$ cat src/rtl/ram_resp_pkg.sv
`default_nettype none
// ---------------------------------------------------------------------------
// ram_resp_pkg : shared types for the two-port RAM responder
// Rev 1.0
// ---------------------------------------------------------------------------
package ram_resp_pkg;

  typedef enum logic {
    IDLE = 1'b0,
    WAIT = 1'b1
  } resp_state_t;

  localparam logic PORT1 = 1'b0;
  localparam logic PORT2 = 1'b1;

  localparam int SLOT_ADDR_W = 11;
  localparam int SLOT_DATA_W = 32;

  typedef struct packed {
    logic [SLOT_ADDR_W-1:0] addr;
    logic                   w_en;
    logic [SLOT_DATA_W-1:0] wdata;
  } slot_t;

endpackage
`default_nettype wire

$ cat src/rtl/ram_req_slot.sv
`default_nettype none
// ---------------------------------------------------------------------------
// ram_req_slot : one-deep request holding slot with overrun detect
// Rev 1.0
// ---------------------------------------------------------------------------
module ram_req_slot
  import ram_resp_pkg::*;
#(
  parameter int ADDR_W = 11,
  parameter int DATA_W = 32
) (
  input  logic              clk,
  input  logic              rst,
  input  logic              req,
  input  logic              w_en,
  input  logic [ADDR_W-1:0] addr,
  input  logic [DATA_W-1:0] wdata,
  input  logic              clr,
  output logic              pending,
  output logic              ready,
  output logic              overrun,
  output logic              slot_w_en,
  output logic [ADDR_W-1:0] slot_addr,
  output logic [DATA_W-1:0] slot_wdata
);

  logic              pending_q, pending_d;
  logic              w_en_q, w_en_d;
  logic [ADDR_W-1:0] addr_q, addr_d;
  logic [DATA_W-1:0] wdata_q, wdata_d;

  // A request landing on the clearing edge refills the slot; it is still
  // flagged because the requester ignored ready.
  always_comb begin
    pending_d = pending_q & ~clr;
    w_en_d    = w_en_q;
    addr_d    = addr_q;
    wdata_d   = wdata_q;
    if (req && (!pending_q || clr)) begin
      pending_d = 1'b1;
      w_en_d    = w_en;
      addr_d    = addr;
      wdata_d   = wdata;
    end
  end

  always_ff @(posedge clk) begin
    if (rst) begin
      pending_q <= 1'b0;
      w_en_q    <= 1'b0;
      addr_q    <= '0;
      wdata_q   <= '0;
    end else begin
      pending_q <= pending_d;
      w_en_q    <= w_en_d;
      addr_q    <= addr_d;
      wdata_q   <= wdata_d;
    end
  end

  assign pending    = pending_q;
  assign ready      = ~pending_q;
  assign overrun    = req & pending_q;
  assign slot_w_en  = w_en_q;
  assign slot_addr  = addr_q;
  assign slot_wdata = wdata_q;

endmodule
`default_nettype wire

$ cat src/rtl/ram_port_responder.sv
`default_nettype none
// ---------------------------------------------------------------------------
// ram_port_responder : arbitrates fetch and data ports onto one sync RAM
// Rev 1.0
// ---------------------------------------------------------------------------
module ram_port_responder
  import ram_resp_pkg::*;
#(
  parameter int ADDR_W       = 11,
  parameter int DATA_W       = 32,
  parameter int STARVE_LIMIT = 2
) (
  input  logic              clk,
  input  logic              rst,
  input  logic              p1_req,
  input  logic              p1_w_en,
  input  logic [ADDR_W-1:0] p1_addr,
  input  logic [DATA_W-1:0] p1_wdata,
  output logic              p1_ready,
  output logic              p1_valid,
  output logic [DATA_W-1:0] p1_rdata,
  input  logic              p2_req,
  input  logic              p2_w_en,
  input  logic [ADDR_W-1:0] p2_addr,
  input  logic [DATA_W-1:0] p2_wdata,
  output logic              p2_ready,
  output logic              p2_valid,
  output logic [DATA_W-1:0] p2_rdata,
  output logic [ADDR_W-1:0] mem_addr,
  output logic              mem_w_en,
  output logic [DATA_W-1:0] mem_wdata,
  input  logic [DATA_W-1:0] mem_rdata,
  output logic              busy,
  output logic              err_overrun
);

  localparam int              CNT_W      = $clog2(STARVE_LIMIT + 1);
  localparam logic [CNT_W-1:0] STARVE_MAX = CNT_W'(STARVE_LIMIT);

  logic              s1_pending, s1_overrun, s1_w_en, clr1;
  logic [ADDR_W-1:0] s1_addr;
  logic [DATA_W-1:0] s1_wdata;
  logic              s2_pending, s2_overrun, s2_w_en, clr2;
  logic [ADDR_W-1:0] s2_addr;
  logic [DATA_W-1:0] s2_wdata;

  ram_req_slot #(.ADDR_W(ADDR_W), .DATA_W(DATA_W)) u_slot1 (
    .clk(clk), .rst(rst), .req(p1_req), .w_en(p1_w_en), .addr(p1_addr),
    .wdata(p1_wdata), .clr(clr1), .pending(s1_pending), .ready(p1_ready),
    .overrun(s1_overrun), .slot_w_en(s1_w_en), .slot_addr(s1_addr),
    .slot_wdata(s1_wdata)
  );

  ram_req_slot #(.ADDR_W(ADDR_W), .DATA_W(DATA_W)) u_slot2 (
    .clk(clk), .rst(rst), .req(p2_req), .w_en(p2_w_en), .addr(p2_addr),
    .wdata(p2_wdata), .clr(clr2), .pending(s2_pending), .ready(p2_ready),
    .overrun(s2_overrun), .slot_w_en(s2_w_en), .slot_addr(s2_addr),
    .slot_wdata(s2_wdata)
  );

  resp_state_t       state_q, state_d;
  logic              grant_q, grant_d;
  logic [CNT_W-1:0]  starve_cnt_q, starve_cnt_d;
  logic              p1_valid_q, p1_valid_d, p2_valid_q, p2_valid_d;
  logic [DATA_W-1:0] p1_rdata_q, p1_rdata_d, p2_rdata_q, p2_rdata_d;
  logic [ADDR_W-1:0] mem_addr_q, mem_addr_d;
  logic [DATA_W-1:0] mem_wdata_q, mem_wdata_d;
  logic              err_overrun_q, err_overrun_d;

  logic              win;
  logic              issue;
  logic              sel_w_en;
  logic [ADDR_W-1:0] sel_addr;
  logic [DATA_W-1:0] sel_wdata;

  always_comb begin
    if (s1_pending && s2_pending) begin
      win = (starve_cnt_q == STARVE_MAX) ? PORT1 : PORT2;
    end else begin
      win = s2_pending ? PORT2 : PORT1;
    end
    issue     = (state_q == IDLE) && (s1_pending || s2_pending);
    sel_w_en  = (win == PORT2) ? s2_w_en  : s1_w_en;
    sel_addr  = (win == PORT2) ? s2_addr  : s1_addr;
    sel_wdata = (win == PORT2) ? s2_wdata : s1_wdata;
  end

  always_comb begin
    state_d       = state_q;
    grant_d       = grant_q;
    starve_cnt_d  = starve_cnt_q;
    p1_valid_d    = 1'b0;
    p2_valid_d    = 1'b0;
    p1_rdata_d    = p1_rdata_q;
    p2_rdata_d    = p2_rdata_q;
    mem_addr_d    = mem_addr_q;
    mem_wdata_d   = mem_wdata_q;
    clr1          = 1'b0;
    clr2          = 1'b0;
    err_overrun_d = err_overrun_q | s1_overrun | s2_overrun;

    if (state_q == IDLE) begin
      if (issue) begin
        state_d     = WAIT;
        grant_d     = win;
        mem_addr_d  = sel_addr;
        mem_wdata_d = sel_wdata;
        starve_cnt_d = (win == PORT2 && s1_pending) ? starve_cnt_q + 1'b1 : '0;
      end else if (!s1_pending) begin
        starve_cnt_d = '0;
      end
    end else begin
      // RAM read data for the granted address is on mem_rdata this cycle.
      state_d = IDLE;
      if (grant_q == PORT1) begin
        clr1       = 1'b1;
        p1_valid_d = 1'b1;
        if (!s1_w_en) p1_rdata_d = mem_rdata;
      end else begin
        clr2       = 1'b1;
        p2_valid_d = 1'b1;
        if (!s2_w_en) p2_rdata_d = mem_rdata;
      end
    end
  end

  always_ff @(posedge clk) begin
    if (rst) begin
      state_q       <= IDLE;
      grant_q       <= PORT1;
      starve_cnt_q  <= '0;
      p1_valid_q    <= 1'b0;
      p2_valid_q    <= 1'b0;
      p1_rdata_q    <= '0;
      p2_rdata_q    <= '0;
      mem_addr_q    <= '0;
      mem_wdata_q   <= '0;
      err_overrun_q <= 1'b0;
    end else begin
      state_q       <= state_d;
      grant_q       <= grant_d;
      starve_cnt_q  <= starve_cnt_d;
      p1_valid_q    <= p1_valid_d;
      p2_valid_q    <= p2_valid_d;
      p1_rdata_q    <= p1_rdata_d;
      p2_rdata_q    <= p2_rdata_d;
      mem_addr_q    <= mem_addr_d;
      mem_wdata_q   <= mem_wdata_d;
      err_overrun_q <= err_overrun_d;
    end
  end

  assign mem_addr    = issue ? sel_addr  : mem_addr_q;
  assign mem_wdata   = issue ? sel_wdata : mem_wdata_q;
  assign mem_w_en    = issue & sel_w_en;
  assign p1_valid    = p1_valid_q;
  assign p2_valid    = p2_valid_q;
  assign p1_rdata    = p1_rdata_q;
  assign p2_rdata    = p2_rdata_q;
  assign busy        = (state_q != IDLE) | s1_pending | s2_pending;
  assign err_overrun = err_overrun_q;

endmodule
`default_nettype wire

$ cat config.mk
export PLATFORM = sky130hd
export DESIGN_NAME = ram_port_responder
export DESIGN_NICKNAME = d
export VERILOG_FILES = /design/src/rtl/ram_resp_pkg.sv /design/src/rtl/ram_req_slot.sv /design/src/rtl/ram_port_responder.sv
export SDC_FILE = /design/constraint.sdc
export NUM_CORES = 1
export LEC_CHECK = 0
export CAP_MARGIN = 20
export CELL_PAD_IN_SITES_DETAIL_PLACEMENT = 0
export CELL_PAD_IN_SITES_GLOBAL_PLACEMENT = 2
export CORE_ASPECT_RATIO = 0.8
export CORE_MARGIN = 5
export CORE_UTILIZATION = 31
export CTS_BUF_LIST = sky130_fd_sc_hd__clkbuf_8
export DETAILED_ROUTE_END_ITERATION = 8
export PLACE_DENSITY_LB_ADDON = 0.1
export SLEW_MARGIN = 20
export SYNTH_ARGS = -nofsm -noshare
export SYNTH_HDL_FRONTEND = slang
export SYNTH_SLANG_ARGS = --single-unit
export TNS_END_PERCENT = 100
$ cat constraint.sdc
create_clock -name clk -period 4.21 [get_ports clk]
set_input_delay 1.263 -clock clk [delete_from_list [all_inputs] [get_ports clk]]
set_output_delay 1.263 -clock clk [all_outputs]
set_load 0.05 [all_outputs]
==> results of run 1 <==
==> sequential cells by signal, indices dropped and copies added (netlist names), 11 cells and up <==
name	cells
u_slot1.slot_wdata	32
p1_rdata	32
u_slot2.slot_wdata	32
mem_addr_q	11
u_slot1.slot_addr	11
mem_wdata_q	32
p2_rdata	32
u_slot2.slot_addr	11
==> routing by layer <==
metal,track usage (%),up-vias
met4,3.72,6
met1,22.6,3378
met5,0,-
met3,5.05,39
li1,-,3768
met2,23.9,177
==> worst max-delay path, cell delays in order, from the launching register on <==
cell and delay, ns:
sky130_fd_sc_hd__dfxtp_1 0.34, sky130_fd_sc_hd__inv_1 0.05, sky130_fd_sc_hd__ha_1 0.23, sky130_fd_sc_hd__a21boi_4 0.41, sky130_fd_sc_hd__buf_12 0.27, sky130_fd_sc_hd__nand2_1 0.11, sky130_fd_sc_hd__a31oi_1 0.44, sky130_fd_sc_hd__buf_12 0.20
==> power by group through the flow <==
stage | Sequential, mW | Combinational (mW) | Clock (mW)
6_report | 2.13 | 1.37 | 1.77
5_1_grt | 2.14 | 1.46 | 1.95
4_1_cts | 2.13 | 1.39 | 1.86
3_5_place_dp | 2.17 | 1.39 | 0
3_3_place_gp | 2.17 | 1.39 | 0
2_1_floorplan | 2.23 | 0.706 | 0
==> placed cells by master, fill, tap and decap left out, drive strengths merged, types with 43 or more instances in the layout <==
cell	instances
a21oi	68
a311oi	43
a31oi	43
buf	63
clkbuf	44
clkdlybuf4s50	192
dfxtp	204
mux2i	88
nand2	219
nand2b	177
nor2	51
==> kinds of logic after synthesis <==
| group | synth area share [%] |
|---|---|
| compound gates | 12.3 |
| fa+ha+maj | 0.143 |
| buf+inv | 5.96 |
| flops | 46.7 |
| mux | 10.1 |
| simple gates | 24.9 |
==> final cells by class <==
cell class	count	area (sq um)
multi-input combinational	705	4180
clock inverter	23	92.6
fill	2832	15700
timing repair buffer	255	2990
tap	370	463
clock buffer	44	606
inverter	3	11.3
antenna	1	2.50
sequential	204	4080
==> how the worst max path moves through the flow <==
stage                               to             from  cells past startpoint
after floorplan            mem_addr[0]  starve_cnt_q[0]                      6
after global placement    mem_addr[10]  starve_cnt_q[0]                      7
after detailed placement  mem_addr[10]  u_slot1.pending                      5
after CTS                 mem_addr[10]  starve_cnt_q[0]                      7
after global routing      mem_addr[10]  starve_cnt_q[0]                      7
final                     mem_wdata[0]  starve_cnt_q[0]                      7
==> through the flow <==
step / instance area, sq um / utilization (%) / hold slack (ns) / setup slack [ns]
after floorplan: 8750 / - / 0.444 / 1.04
after global placement: 11700 / 41.7 / 0.442 / 0.888
after detailed placement: 11700 / 41.7 / 0.446 / 0.865
after CTS: 12400 / 44.2 / 0.454 / 0.267
after global routing: 12400 / 44.2 / 0.469 / 0.162
final: 12400 / 44.2 / 0.451 / 0.359
==> results.rst, run 1 <==
.. list-table::
   :header-rows: 1

   * - Metric
     - Value
   * - Outcome
     - finished clean
   * - Mapped Avg Cell Area
     - 8.81 sq um
   * - Chip Height
     - 160 um
   * - Core Region
     - 28,100 sq um
   * - Top layer used by detailed routing
     - met5
   * - Share of cells above drive strength 1
     - 9.48%
   * - Vias in the first global route
     - 7,328
   * - Number of nets produced by synthesis
     - 1,119
   * - Number of top-level pins
     - 238
   * - Final setup violation count
     - 0
   * - Count of distinct cell types in the synthesized netlist
     - 29
   * - Start point of the worst min-delay path
     - p2_rdata[20]
   * - Cells on Worst Hold Path
     - 2
   * - Worst reg2reg path startpoint
     - u_slot1.pending
   * - Critical path arrival
     - 2.59 ns
   * - Most area-hungry cell type in the Yosys netlist
     - sky130_fd_sc_hd__dfxtp_1
   * - Die X-Extent
     - 198 um
   * - Iteration-0 DRC count of the detailed router
     - 252
   * - Global routing usage summed across all routing layers
     - 16.0%
   * - Min Clock Period, post-route
     - 3.85 ns
   * - Type of the worst setup path
     - register to primary output
   * - Combinational share of power
     - 26.1%
   * - TritonCTS Sinks
     - 204
   * - Post-Synthesis Cell Area
     - 8750 sq um
   * - R2r worst-path depth
     - 4
   * - Standard-cell rows
     - 55
   * - Cell at the root of the clock tree
     - sky130_fd_sc_hd__clkbuf_8
   * - Psw
     - 1.66 mW
   * - Most frequent cell after synthesis
     - sky130_fd_sc_hd__nand2_1
   * - Area share of the largest cell type after synthesis
     - 46.7%
   * - Final RePlAce weighted congestion
     - 0.698
   * - Fraction of synthesis flops using an asynchronous set or reset pin
     - 0%
   * - Wire length reported by the detailed router
     - 26,000 um
   * - Maximum buffer depth of the clock tree
     - 3
   * - Initial DRT Pass Iterations
     - 4
   * - Antenna Nets Post-Route
     - 0
   * - Register area share after synthesis
     - 46.7%
   * - Hpwl dp
     - 17,500 um
   * - Portion of total power attributed to the clock network
     - 33.6%
   * - Most area-consuming cells after synthesis
     - sky130_fd_sc_hd__dfxtp_1 47%, sky130_fd_sc_hd__nand2b_1 13%, sky130_fd_sc_hd__mux2i_1 10%
   * - Cell types with the highest counts after synthesis
     - 219 x sky130_fd_sc_hd__nand2_1, 204 x sky130_fd_sc_hd__dfxtp_1, 177 x sky130_fd_sc_hd__nand2b_1, 88 x sky130_fd_sc_hd__mux2i_1, 68 x sky130_fd_sc_hd__a21oi_1
   * - Capturing point of the worst reg2reg path
     - mem_wdata_q[28]
   * - Per-cell via count in the routed design
     - 4.59
   * - Initial cell density of the core
     - 31.2%
   * - Slew @ Worst Pin
     - 0.819 ns
   * - Min-delay worst type
     - register to register
   * - Average wire length per cell after detail routing
     - 16.2 um
   * - Unrepaired setup endpoints after global routing
     - false
   * - Clk_skew
     - 0.0241 ns
   * - Post-synthesis register bit count
     - 204
   * - Placed Cells incl. Taps
     - 1,537
   * - Maximum level of the CTS H-tree
     - 2
   * - Critical Path Source Type
     - register
   * - Met3 Routed Length
     - 1980 um
   * - Power density over the cells
     - 424 nW/um^2
   * - Cells resized by post-CTS repair
     - 0
   * - Antenna violations before repair
     - 3
   * - Vias
     - 7,368
   * - TritonCTS buffer count
     - 38
   * - Wire length of the first global-routing pass
     - 41,300 um
   * - Number of cells produced by synthesis
     - 994
   * - Worst Path Required
     - 2.95 ns
   * - Post-CTS Repair Setup Buffers
     - 0
   * - Total negative slack for setup checks
     - 0 ns
   * - Top_reg_cell synth
     - sky130_fd_sc_hd__dfxtp_1
   * - Hold endpoint
     - p2_rdata[20]
   * - Setup slack of the worst register-to-register path
     - 2.32 ns
   * - Critical-path maximum fanout
     - 33
   * - DRC
     - 0
   * - Post-layout nets
     - 1,332
   * - Fraction of power spent switching nets
     - 31.5%
   * - Worst setup EP type
     - primary output
   * - Part of the power in registers
     - 40.3%
   * - Pin count of the biggest net entering global routing
     - 110
   * - Die Outline Area
     - 31,700 sq um
   * - Maxcap violations
     - 0
   * - Post-layout power
     - 5.27 mW
   * - Number of buffers added on ports
     - 237
   * - Hold Fails Final Rpt
     - 0
   * - Post-Route M1 WL
     - 12,500 um
   * - Relative slew slack
     - 45.4%
   * - Pins over their slew limit
     - 0
   * - Peak supply drop
     - 232 uV
   * - Number of enable flip-flop cells after synthesis
     - 0
   * - Congestion Overflow GR
     - 0
   * - Internal power of the cells
     - 3.61 mW
   * - Routed met2 length
     - 11,100 um
   * - Hold buffer count at CTS
     - 0
   * - CTS tree
     - done
   * - Clock latency on the worst-skew pair
     - 0.52 ns
   * - Pleak
     - 4.60 nW
   * - Finished Layout Cells
     - 1,605
   * - Max Fclk
     - 0.260 GHz
   * - P&R area growth vs syn
     - 41.9%
   * - Post-route clock period utilization
     - 91.5%
   * - Clk pin slew, worst setup/hold paths
     - 0.06 ns
   * - Number of warnings printed during yosys synthesis
     - 0
Note: power is estimated with default switching activity, not from simulation.
==> run 2: changes to the inputs <==
--- a/config.mk
+++ b/config.mk
@@ -13,6 +13,7 @@
 export CORE_UTILIZATION = 31
 export CTS_BUF_LIST = sky130_fd_sc_hd__clkbuf_8
 export DETAILED_ROUTE_END_ITERATION = 8
+export MAX_ROUTING_LAYER = met4
 export PLACE_DENSITY_LB_ADDON = 0.1
 export SLEW_MARGIN = 20
 export SYNTH_ARGS = -nofsm -noshare
==> run 2 against run 1 <==
Against the previous run:
- combinational power about the same
- sequential share of layout area about the same
- critical path depth stayed put
- hold slack about the same
==> results.rst, run 2 (same netlist as run 1, synthesis figures left out) <==
.. list-table::
   :header-rows: 1

   * - Metric
     - Value
   * - Finished Layout Cells
     - 1,608
   * - Worst reg2reg path startpoint
     - u_slot1.pending
   * - Pins over their slew limit
     - 0
   * - Worst setup EP type
     - primary output
   * - Post-CTS Repair Setup Buffers
     - 0
   * - P&R area growth vs syn
     - 42.0%
   * - TritonCTS Sinks
     - 204
   * - Start point of the critical path
     - starve_cnt_q[0]
   * - Cells along the critical path
     - inv_1 -> ha_1 -> a21boi_4 -> buf_12 -> nand2_1 -> a31oi_1 -> buf_12
   * - Cell at the root of the clock tree
     - sky130_fd_sc_hd__clkbuf_8
   * - Maximum level of the CTS H-tree
     - 2
   * - Max Fclk
     - 0.260 GHz
   * - Initial cell density of the core
     - 31.2%
   * - Share of cells above drive strength 1
     - 9.48%
   * - Die X-Extent
     - 198 um
   * - Crit-path max cell delay
     - 0.44 ns
   * - Min Clock Period, post-route
     - 3.85 ns
   * - Cells resized by post-CTS repair
     - 0
   * - Peak supply drop
     - 236 uV
   * - Hold Fails Final Rpt
     - 0
   * - Cell at the slowest stage of the critical path
     - sky130_fd_sc_hd__a31oi_1
   * - Relative slew slack
     - 45.4%
   * - Clk_skew
     - 0.0201 ns
   * - Clock latency on the worst-skew pair
     - 0.52 ns
   * - Die Outline Area
     - 31,700 sq um
   * - Core Region
     - 28,100 sq um
   * - Initial DRT Pass Iterations
     - 4
   * - Total negative slack for setup checks
     - 0 ns
   * - Maxcap violations
     - 0
   * - Vias
     - 7,390
   * - Global routing usage summed across all routing layers
     - 16.5%
   * - Min-delay worst type
     - register to register
   * - Worst Path Required
     - 2.95 ns
   * - Standard-cell rows
     - 55
   * - Hold buffer count at CTS
     - 0
   * - Cell type group with the largest total delay on the critical path
     - compound AO/OA/AOI/OAI gates
   * - Number of top-level pins
     - 238
   * - Critical path arrival
     - 2.58 ns
   * - Congestion Overflow GR
     - 0
   * - Chip Height
     - 160 um
   * - Antenna violations before repair
     - 3
   * - Setup slack of the worst register-to-register path
     - 2.32 ns
   * - Maximum buffer depth of the clock tree
     - 3
   * - Unrepaired setup endpoints after global routing
     - false
   * - Vias in the first global route
     - 7,342
   * - CTS tree
     - done
   * - Most common cell after layout, fill and taps aside
     - sky130_fd_sc_hd__nand2_1
   * - Type of the worst setup path
     - register to primary output
   * - Wire length reported by the detailed router
     - 26,000 um
   * - Per-cell via count in the routed design
     - 4.60
   * - Finished Cell Area
     - 12,400 sq um
   * - Slew @ Worst Pin
     - 0.818 ns
   * - TritonCTS buffer count
     - 38
   * - Post-layout nets
     - 1,332
   * - Cells on Worst Hold Path
     - 2
   * - Antenna Nets Post-Route
     - 0
   * - Placed Cells incl. Taps
     - 1,537
   * - Capturing point of the worst reg2reg path
     - mem_wdata_q[28]
   * - Critical-path maximum fanout
     - 33
   * - Pleak
     - 4.60 nW
   * - Average wire length per cell after detail routing
     - 16.2 um
   * - Final setup violation count
     - 0
   * - Number of buffers added on ports
     - 237
   * - Outcome
     - finished clean
   * - Clk pin slew, worst setup/hold paths
     - 0.06 ns
   * - Critical Path Source Type
     - register
   * - Cell repeated most along the worst path
     - sky130_fd_sc_hd__buf_12
   * - Final RePlAce weighted congestion
     - 0.706
   * - Post-route clock period utilization
     - 91.4%
   * - Power density over the cells
     - 424 nW/um^2
   * - Hold endpoint
     - p2_rdata[6]
   * - Start point of the worst min-delay path
     - p2_rdata[6]
   * - Iteration-0 DRC count of the detailed router
     - 258
   * - Hpwl dp
     - 17,500 um
   * - Most frequent cells in the layout
     - 219 x sky130_fd_sc_hd__nand2_1, 204 x sky130_fd_sc_hd__dfxtp_1, 192 x sky130_fd_sc_hd__clkdlybuf4s50_1, 177 x sky130_fd_sc_hd__nand2b_1, 88 x sky130_fd_sc_hd__mux2i_1
   * - Critical path buffer and inverter count
     - 3
   * - Placed cell areas
     - 11,700 sq um
   * - Wire length of the first global-routing pass
     - 41,300 um
   * - DRC
     - 0
   * - Pin count of the biggest net entering global routing
     - 110
   * - R2r worst-path depth
     - 4
[run 2: cell count changes in the layout (fill, tap and decap cells not counted)]
cell / change
sky130_fd_sc_hd__diode_2: +3
[run 2: where the power goes]
group	total (mW)	switching, mW	internal, mW
registers	2.13	0.0634	2.06
clock network	1.78	0.829	0.946
logic	1.37	0.771	0.603
total	5.27	1.66	3.61
[run 2: worst max-delay path by stage]
| stage | to | slack (ns) | depth (start not counted) |
|---|---|---|---|
| 5_1_grt | mem_addr[10] | 0.16 | 7 |
| 2_1_floorplan | mem_addr[0] | 1.04 | 6 |
| 6_report | mem_addr[10] | 0.36 | 7 |
| 3_5_place_dp | mem_addr[10] | 0.87 | 5 |
| 4_1_cts | mem_addr[10] | 0.27 | 7 |
| 3_3_place_gp | mem_addr[10] | 0.89 | 7 |
[run 2: through the flow]
step	power (mW)	util, %	hold WS [ns]	worst slack [ns]
6_report	5.27	44.3	0.450	0.363
5_1_grt	5.55	44.3	0.469	0.162
4_1_cts	5.38	44.2	0.454	0.267
3_5_place_dp	3.55	41.7	0.446	0.865
3_3_place_gp	3.55	41.7	0.442	0.888
2_1_floorplan	2.94	-	0.444	1.04
[run 2: worst register-to-register path: stages, from the launching register on]
cell and delay, ns:
sky130_fd_sc_hd__dfxtp_1 0.57, sky130_fd_sc_hd__o21ba_4 0.50, sky130_fd_sc_hd__buf_12 0.29, sky130_fd_sc_hd__nor2_1 0.15, sky130_fd_sc_hd__a311oi_1 0.27
[run 2: layer usage]
metal  global-route usage (%)  wire length (um)
met5                        -                 0
met4                     3.72               431
met3                     5.03              1940
met2                     23.9             11100
met1                     22.7             12600
[run 2: final cells by class]
cell class | instances | area [sq um]
antenna | 4 | 10.0
timing repair buffer | 255 | 2990
clock buffer | 44 | 606
multi-input combinational | 705 | 4180
clock inverter | 23 | 92.6
tap | 370 | 463
sequential | 204 | 4080
fill | 2830 | 15600
inverter | 3 | 11.3
==> patch: new RTL, settings of run 1 <==
`ADDR_W` is set to 11 in 2 places; all go to 13.
--- a/src/rtl/ram_req_slot.sv
+++ b/src/rtl/ram_req_slot.sv
@@ -7,5 +7,5 @@
   import ram_resp_pkg::*;
 #(
-  parameter int ADDR_W = 11,
+  parameter int ADDR_W = 13,
   parameter int DATA_W = 32
 ) (
--- a/src/rtl/ram_port_responder.sv
+++ b/src/rtl/ram_port_responder.sv
@@ -7,5 +7,5 @@
   import ram_resp_pkg::*;
 #(
-  parameter int ADDR_W       = 11,
+  parameter int ADDR_W       = 13,
   parameter int DATA_W       = 32,
   parameter int STARVE_LIMIT = 2
Interface: changed (resized mem_addr, p1_addr and p2_addr); port bits go from 238 to 244. No check against the original RTL was run, so the function may have changed too.
==> patch against run 1 <==
  * Clock power increased by 12%
  * Synthesized area increased by 2.3%
  * Routed wire length increased by 3.5%
  * Sequential share of layout area decreased by 0.33 points
  * Total power increased by 6.4%
  * Design area increased by 4.0%
  * Sequential cell count increased by 6
  * Maximum frequency increased by 2.1%
  * Register-to-register slack got worse by 0.15 ns
  * Clock skew decreased by 0.0031 ns
  * Worst setup slack improved by 0.079 ns
  * Sequential power increased by 3%
  * Via count increased by 3.3%
  * Critical path type unchanged
  * Largest cell class unchanged
  * Largest power group unchanged
==> patch: results (changes against run 1) <==
* Fin nets at 1,370 (+2.9%)
* Critical Path AT at 2.51 ns (-0.08 ns)
* Vias in the first global route at 7,484 (+2.1%)
* Drt first pass iters at 5 (+1)
* Total GRT Usage at 0.162 (+0.00220)
* Initial antenna violation count at 7 (+4)
* Clock Skew at 0.0209 ns (-0.00314 ns)
* Final HPWL DP at 17,900 um (+2.6%)
* Clk Latency, worst-skew pair at 0.52 ns (about the same)
* DRT met1 WL at 12,500 um (about the same)
* Initial DRC count at 311 (+23%)
* Dpl cells at 1,571 (+2.2%)
* Status: complete, no violations
* Mapped Nets at 1,153 (+3.0%)
* Starting density of the core at 0.316 (+0.00395)
* Register area share after synthesis at 0.470 (+0.00312)
* Total Wirelength at 27,000 um (+3.5%)
* FILL cells at 2,798 (-1.2%)
* Reg-to-reg startpoint: state_q$_SDFF_PP0_
* Worst hold path class: reg -> reg
* Syn Area/Cell at 8.74 um2 (-0.74%)
* Top post-synthesis cells by area: dfxtp_1 (47%), nand2b_1 (13%), mux2i_1 (10%)
* Post-synth top cells: nand2_1 (223), dfxtp_1 (210), nand2b_1 (185), mux2i_1 (92), a21oi_1 (68)
* Vias per cell at 4.63 (+0.90%)
* Met2 Wirelength at 12,000 um (+8.0%)
* Routability-driven placement congestion ratio at 0.717 (+2.6%)
* Pin count of the biggest net entering global routing at 107 (-2.7%)
* Slowest stage cell, crit path: a21boi_4
* First-pass GRT wire length at 42,200 um (+2.0%)
* Max VDD drop at 0.210 mV (-9.6%)
* H-tree Lvls at 2 (unchanged)
* Input/output buffers at 243 (+2.5%)
* WL met3 at 2050 um (+3.5%)
* Hold Crit Start: p1_rdata[5]$_SDFFE_PP0P_
* Crit path max fanout at 27 (-18%)
* Leak Pwr at 4.77 nW (+3.8%)
* Internal Dissipation at 0.00389 W (+7.7%)
* Final non-filler cell total at 1,643 (+2.4%)
* Share of cells above drive strength 1 at 0.103 (+0.00825)
patch: routing by layer:
layer  up-vias  track usage
met5         -            0
met4        12       0.0383
met3        46       0.0552
met2       185        0.245
met1      3484        0.223
li1       3883            -
patch: through the flow:
step,total power (W),setup WS [ns],utilization,instance area (um2)
floorplan,0.00302,1.01,-,8950
global placement,0.00367,0.952,0.427,12100
detailed placement,0.00368,0.972,0.427,12100
CTS,0.00572,0.370,0.455,12900
global route,0.00590,0.231,0.456,12900
finish,0.00561,0.438,0.456,12900
patch: final timing paths:
kind,cells after the start,slack (ns),to
max,7,0.44,mem_addr[0]
min,2,0.45,p1_rdata[5]$_SDFFE_PP0P_
max reg2reg,4,2.17,u_slot2.slot_addr[0]$_SDFFE_PP0P_
min reg2reg,2,0.45,p1_rdata[5]$_SDFFE_PP0P_
patch: power groups by stage:
| stage | Clock [W] | Combinational, W | Sequential (W) |
|---|---|---|---|
| finish | 0.00199 | 0.00143 | 0.00219 |
| global route | 0.00217 | 0.00152 | 0.00220 |
| CTS | 0.00208 | 0.00145 | 0.00219 |
| detailed placement | 0 | 0.00145 | 0.00223 |
| global placement | 0 | 0.00144 | 0.00223 |
| floorplan | 0 | 0.000723 | 0.00230 |
patch: cell type report:
type                            count  area [um2]  area share
Sequential cell                   210        4200       0.325
Clock inverter                     16        67.6     0.00523
Inverter                            3        11.3    0.000872
Antenna cell                        2        5.00    0.000387
Timing Repair Buffer              261        3100       0.240
Multi-Input combinational cell    727        4320       0.334
Tap cell                          370         463      0.0358
Clock buffer                       54         743      0.0575
patch: tightest hold or removal path: cells and delay by family, from the launching register on:
family,cells,cell delay [ns]
simple gates,1,0.05
flops,1,0.31
compound gates,1,0.05
patch: kinds of logic (layout without fill, tap and decap cells):
kind of cell,Yosys count,in the layout,synth area share
buffers and inverters,87,334,0.0517
AOI/OAI and AO/OA,167,167,0.124
muxes,92,92,0.103
other,0,2,0
DFF,210,210,0.470
and+or+nand+nor,467,467,0.251
adders and majority gates,1,1,0.00140
